### src/rtl/arb_pkg.sv
// Shared definitions for the four-requester round-robin arbiter.
//   N_REQ / ID_W : requester count and encoded-index width
//   state_t      : arbiter FSM states
//   cnt_width()  : hold-counter width derived from MAX_HOLD
package arb_pkg;

  localparam int unsigned N_REQ = 4;
  localparam int unsigned ID_W  = 2;

  typedef enum logic {
    IDLE  = 1'b0,
    GRANT = 1'b1
  } state_t;

  // Counter must reach MAX_HOLD-1; MAX_HOLD is legal in 2..255.
  function automatic int unsigned cnt_width(input int unsigned max_hold);
    return (max_hold < 2) ? 1 : $clog2(max_hold);
  endfunction

endpackage

### src/rtl/rr_pick4.sv
// Combinational rotating-priority encoder.
// Searches (req & mask) starting at index ptr+1, wrapping modulo 4;
// the first set bit wins.
//   req       [3:0] request vector
//   ptr       [1:0] last owner; search starts one past it
//   mask      [3:0] candidates allowed (clear bit = excluded)
//   win_id    [1:0] winning index (0 when none)
//   win_valid       a winner exists
module rr_pick4
  import arb_pkg::*;
(
  input  logic [N_REQ-1:0] req,
  input  logic [ID_W-1:0]  ptr,
  input  logic [N_REQ-1:0] mask,
  output logic [ID_W-1:0]  win_id,
  output logic             win_valid
);

  logic [N_REQ-1:0] cand;
  logic [ID_W-1:0]  idx;

  always_comb begin
    cand      = req & mask;
    win_id    = '0;
    win_valid = 1'b0;
    idx       = '0;
    // ID_W-bit addition wraps modulo 4; i==N_REQ lands on ptr itself last.
    for (int unsigned i = 1; i <= N_REQ; i++) begin
      idx = ptr + ID_W'(i);
      if (!win_valid && cand[idx]) begin
        win_id    = idx;
        win_valid = 1'b1;
      end
    end
  end

endmodule

### src/rtl/rr_arbiter4.sv
// Four-requester round-robin arbiter with registered one-hot grant.
// A grant is held until its owner drops req; on release the next
// requester (searching from the last owner + 1) is granted on the same
// edge. Optional hold timeout enabled by macro ARB_TIMEOUT_EN forces
// rotation after MAX_HOLD cycles when others are waiting.
//   clk            rising-edge clock
//   rst_n          asynchronous active-low reset
//   req      [3:0] request vector
//   gnt      [3:0] one-hot grant, zero when idle
//   gnt_id   [1:0] index of current/last owner
//   gnt_valid      a grant is active
module rr_arbiter4
  import arb_pkg::*;
#(
  parameter int unsigned MAX_HOLD = 8
) (
  input  logic             clk,
  input  logic             rst_n,
  input  logic [N_REQ-1:0] req,
  output logic [N_REQ-1:0] gnt,
  output logic [ID_W-1:0]  gnt_id,
  output logic             gnt_valid
);

  state_t           state, state_nxt;
  logic [N_REQ-1:0] gnt_nxt;
  logic [ID_W-1:0]  id_nxt;
  logic             valid_nxt;
  logic [ID_W-1:0]  ptr, ptr_nxt;

  logic [N_REQ-1:0] mask;
  logic [ID_W-1:0]  win_id;
  logic             win_valid;
  logic             owner_req;
  logic             timeout;
  logic             take_win;

  // While granted the owner is excluded, so a timeout picks someone else.
  assign mask      = (state == GRANT) ? ~gnt : '1;
  assign owner_req = |(req & gnt);

  rr_pick4 u_pick (
    .req       (req),
    .ptr       (ptr),
    .mask      (mask),
    .win_id    (win_id),
    .win_valid (win_valid)
  );

`ifdef ARB_TIMEOUT_EN
  localparam int unsigned      CNT_W   = cnt_width(MAX_HOLD);
  localparam logic [CNT_W-1:0] CNT_MAX = CNT_W'(MAX_HOLD - 1);

  logic [CNT_W-1:0] cnt, cnt_nxt;
  logic             others;

  assign others  = |(req & ~gnt);
  assign timeout = (cnt == CNT_MAX) && others;

  always_comb begin
    cnt_nxt = cnt;
    if (take_win) begin
      cnt_nxt = '0;
    end else if (state == GRANT && owner_req && cnt != CNT_MAX) begin
      cnt_nxt = cnt + 1'b1;
    end
  end

  always_ff @(posedge clk or negedge rst_n) begin
    if (!rst_n) begin
      cnt <= '0;
    end else begin
      cnt <= cnt_nxt;
    end
  end
`else
  assign timeout = 1'b0;
`endif

  always_comb begin
    state_nxt = state;
    gnt_nxt   = gnt;
    id_nxt    = gnt_id;
    valid_nxt = gnt_valid;
    ptr_nxt   = ptr;
    take_win  = 1'b0;

    unique case (state)
      IDLE: begin
        take_win = win_valid;
      end
      GRANT: begin
        if (owner_req) begin
          take_win = timeout;
        end else if (win_valid) begin
          take_win = 1'b1;
        end else begin
          // gnt_id intentionally keeps the last owner.
          state_nxt = IDLE;
          gnt_nxt   = '0;
          valid_nxt = 1'b0;
        end
      end
      default: begin
        state_nxt = IDLE;
      end
    endcase

    if (take_win) begin
      state_nxt = GRANT;
      gnt_nxt   = N_REQ'(1) << win_id;
      id_nxt    = win_id;
      valid_nxt = 1'b1;
      ptr_nxt   = win_id;
    end
  end

  always_ff @(posedge clk or negedge rst_n) begin
    if (!rst_n) begin
      state     <= IDLE;
      gnt       <= '0;
      gnt_id    <= '0;
      gnt_valid <= 1'b0;
      ptr       <= 2'd3;
    end else begin
      state     <= state_nxt;
      gnt       <= gnt_nxt;
      gnt_id    <= id_nxt;
      gnt_valid <= valid_nxt;
      ptr       <= ptr_nxt;
    end
  end

endmodule

### config.mk
export PLATFORM = sky130hd
export DESIGN_NAME = rr_arbiter4
export DESIGN_NICKNAME = d
export VERILOG_FILES = /design/src/rtl/arb_pkg.sv /design/src/rtl/rr_pick4.sv /design/src/rtl/rr_arbiter4.sv
export SDC_FILE = /design/constraint.sdc
export NUM_CORES = 1
export LEC_CHECK = 0
export CAP_MARGIN = 15
export CORE_AREA = 2 2 40 42
export DETAILED_ROUTE_END_ITERATION = 8
export DIE_AREA = 0 0 42 44
export PLACE_DENSITY_LB_ADDON = 0.15
export SYNTH_ARGS = -nofsm -noshare
export SYNTH_HDL_FRONTEND = slang
export SYNTH_HIERARCHICAL = 1
export SYNTH_SLANG_ARGS = --single-unit
### constraint.sdc
create_clock -name clk -period 2.2 [get_ports clk]
set_clock_uncertainty 0.1 [all_clocks]
set_input_delay 0.44 -clock clk [delete_from_list [all_inputs] [get_ports clk]]
set_output_delay 0.44 -clock clk [all_outputs]
set_load 0.02 [all_outputs]
==> results.json <==
{
  "post_route_cells_drive_above_1_share_pct": 16.9,
  "syn-cell-area_um2": 651,
  "grt_antenna_before_repair": 0,
  "worst_hold_path_type": "input pin to asynchronous set/reset pin",
  "critPathLaunchType": "flop",
  "drv_cap": 0,
  "synth_cell_types": 27,
  "placed_cell_area_um2": 793,
  "setup_violations": 0,
  "cts_made_buffers": 3,
  "tightestPinTransition_ns": 0.451,
  "die_area_um2": 1850,
  "final_hold_viol_count": 0,
  "r2r_end": "gnt[2]",
  "grt_max_degree": 12,
  "place_hpwl_um": 1120,
  "tns_ns": 0,
  "ir_drop_mv": 0.640,
  "total_power_w": 0.00118,
  "seq_area_frac_synth_pct": 38.8,
  "first_global_vias": 599,
  "synth_edf_count": 0,
  "cts_hold_buf": 0,
  "portBuffers": 12,
  "yosys.area.top_type_share_pct": 30.8,
  "crit_required_ns": 2.27,
  "synth_cells": 67,
  "cp-startpoint": "state",
  "areaGrowthSynthToFinish_pct": 27.5,
  "synth_commonest_cells": "dfrtp_1, nand2_1, o211ai_1",
  "cp.arrival_ns": 2.03,
  "yosysTopAreaCell": "dfrtp_1",
  "drt_iter0_markers": 16,
  "use_met2_pct": 31.3,
  "core-area_um2": 1420,
  "ys_ff_latch": 10,
  "clk_latency_ns": 0.27,
  "cts-root-buf": "clkbuf_4",
  "die_h_um": 44,
  "dr_total_vias": 606,
  "start_util_pct": 45.9,
  "rr_worst_depth": 6,
  "fillers": 134,
  "synth_ff_type": "dfrtp_1",
  "first_pass_iters": 4,
  "ys.warnings.count": 6,
  "min_period_over_period_pct": 89.1,
  "drv_slew": 0,
  "ant_nets": 0,
  "cellPowerDensity_nw_per_um2": 1420,
  "htree_levels": 1,
  "clk_pin_slew_ns": 0.07,
  "cts_num_sinks": 10,
  "diodes": 0,
  "die_w_um": 42,
  "avgSynthCellArea_um2": 9.71,
  "num-nets-final": 90,
  "reg2reg_setup_slack_ns": 0.24,
  "preCtsSetupSlack_ns": 0.00923,
  "endpoint": "gnt[2]",
  "grtUsageMet3_pct": 2.08,
  "syn_nets": 73,
  "drcViolationCount": 0,
  "final_cell_area_um2": 830,
  "r2r_start": "state",
  "rows": 14,
  "grt_overflow_total": 0,
  "use_met1_pct": 26.0,
  "cts_setup_buffers": 0,
  "grt_usage_pct": 19.7,
  "grt.busiest_layer": "met2",
  "maxSlewHeadroom_pct": 69.9,
  "endpoint_kind": "flop",
  "clock.fmax_mhz": 510,
  "worst_slack_ns": 0.240,
  "cts_resized": 0,
  "cts_tree": "done",
  "rsz0062_at_grt": "no",
  "path_max_fanout": 11,
  "async_flop_share_pct": 100,
  "grt_pass1_wl_um": 2770,
  "clockBufferDepth": 2,
  "period_needed_ns": 1.96,
  "leakagePower_nw": 0.335,
  "synth.area.top_cells": "dfrtp_1, o211ai_1, dfstp_2, nand2b_1, o31ai_1",
  "gp_congestion": 0.834,
  "outcome": "complete, no violations",
  "io_pins": 13,
  "crit_type": "flop to flop",
  "via_per_inst": 6.12,
  "wl_per_cell_um": 15.8,
  "drt-total-wl_um": 1570
}
-- where the power goes --
part / internal (W) / switching (W)
Combinational: 0.000306 / 0.000335
Clock: 0.000100 / 0.0000656
Sequential: 0.000278 / 0.0000937
Total: 0.000684 / 0.000494
-- placed cells by master (no fill, tap or decap), drive strengths merged, types with 2 or more instances in the layout --
cell | Yosys | layout
a22o | 4 | 4
o31ai | 5 | 5
nand2 | 9 | 9
buf | 4 | 5
dfstp | 2 | 2
nand2b | 6 | 6
dfrtp | 8 | 8
o211ai | 8 | 8
clkbuf | 1 | 4
o311ai | 4 | 4
inv | 3 | 3
clkdlybuf4s50 | 0 | 12
-- kinds of logic (layout without fill, tap and decap cells) --
logic type / Yosys count / after routing / share of synthesized area [%]
compound gates: 28 / 28 / 36.0
flops: 10 / 10 / 38.8
buf+inv: 8 / 24 / 7.11
simple gates: 21 / 21 / 18.1
-- worst max-delay path, stage by stage (launching register included) --
cell	delay, ns
dfrtp_1	0.54
nand2_1	0.14
a22o_1	0.24
a22o_1	0.20
a221oi_2	0.28
inv_1	0.09
o31ai_1	0.28
-- per-layer routing --
layer,part of all wire (%),wire (um)
met3,3.3,52
met5,0,0
met1,47,733
met2,48,756
met4,1.5,24
-- final cells by class --
cell class	count	area, um^2	area share, %
well taps	16	20.0	2.41
flip-flops and latches	10	253	30.5
inverters	3	11.3	1.36
clock buffers	4	36.3	4.37
multi-input cells	49	352	42.4
repair buffers	17	158	19.0
-- sequential cells by signal, indices dropped and copies added, names as in the netlist --
signal     count
state          1
gnt            4
ptr            2
gnt_id         2
gnt_valid      1
-- how the worst min path moves through the flow --
| stage | to | slack, ns | cells after the start |
|---|---|---|---|
| floorplan | gnt[0] | 0.04 | 0 |
| global placement | gnt_id[1] | 0.42 | 2 |
| detailed placement | gnt_valid | 0.43 | 2 |
| CTS | gnt_valid | 0.40 | 1 |
| global route | gnt_valid | 0.42 | 1 |
| finish | gnt_valid | 0.38 | 1 |
-- through the flow --
stage	std cells	hold WS, ns	utilization [%]
after floorplan	67	0.0444	-
after global placement	95	0.422	55.9
after detailed placement	95	0.430	55.9
after CTS	99	0.399	58.5
after global routing	99	0.423	58.5
final	99	0.384	58.5
(Power assumes the default switching activity.)
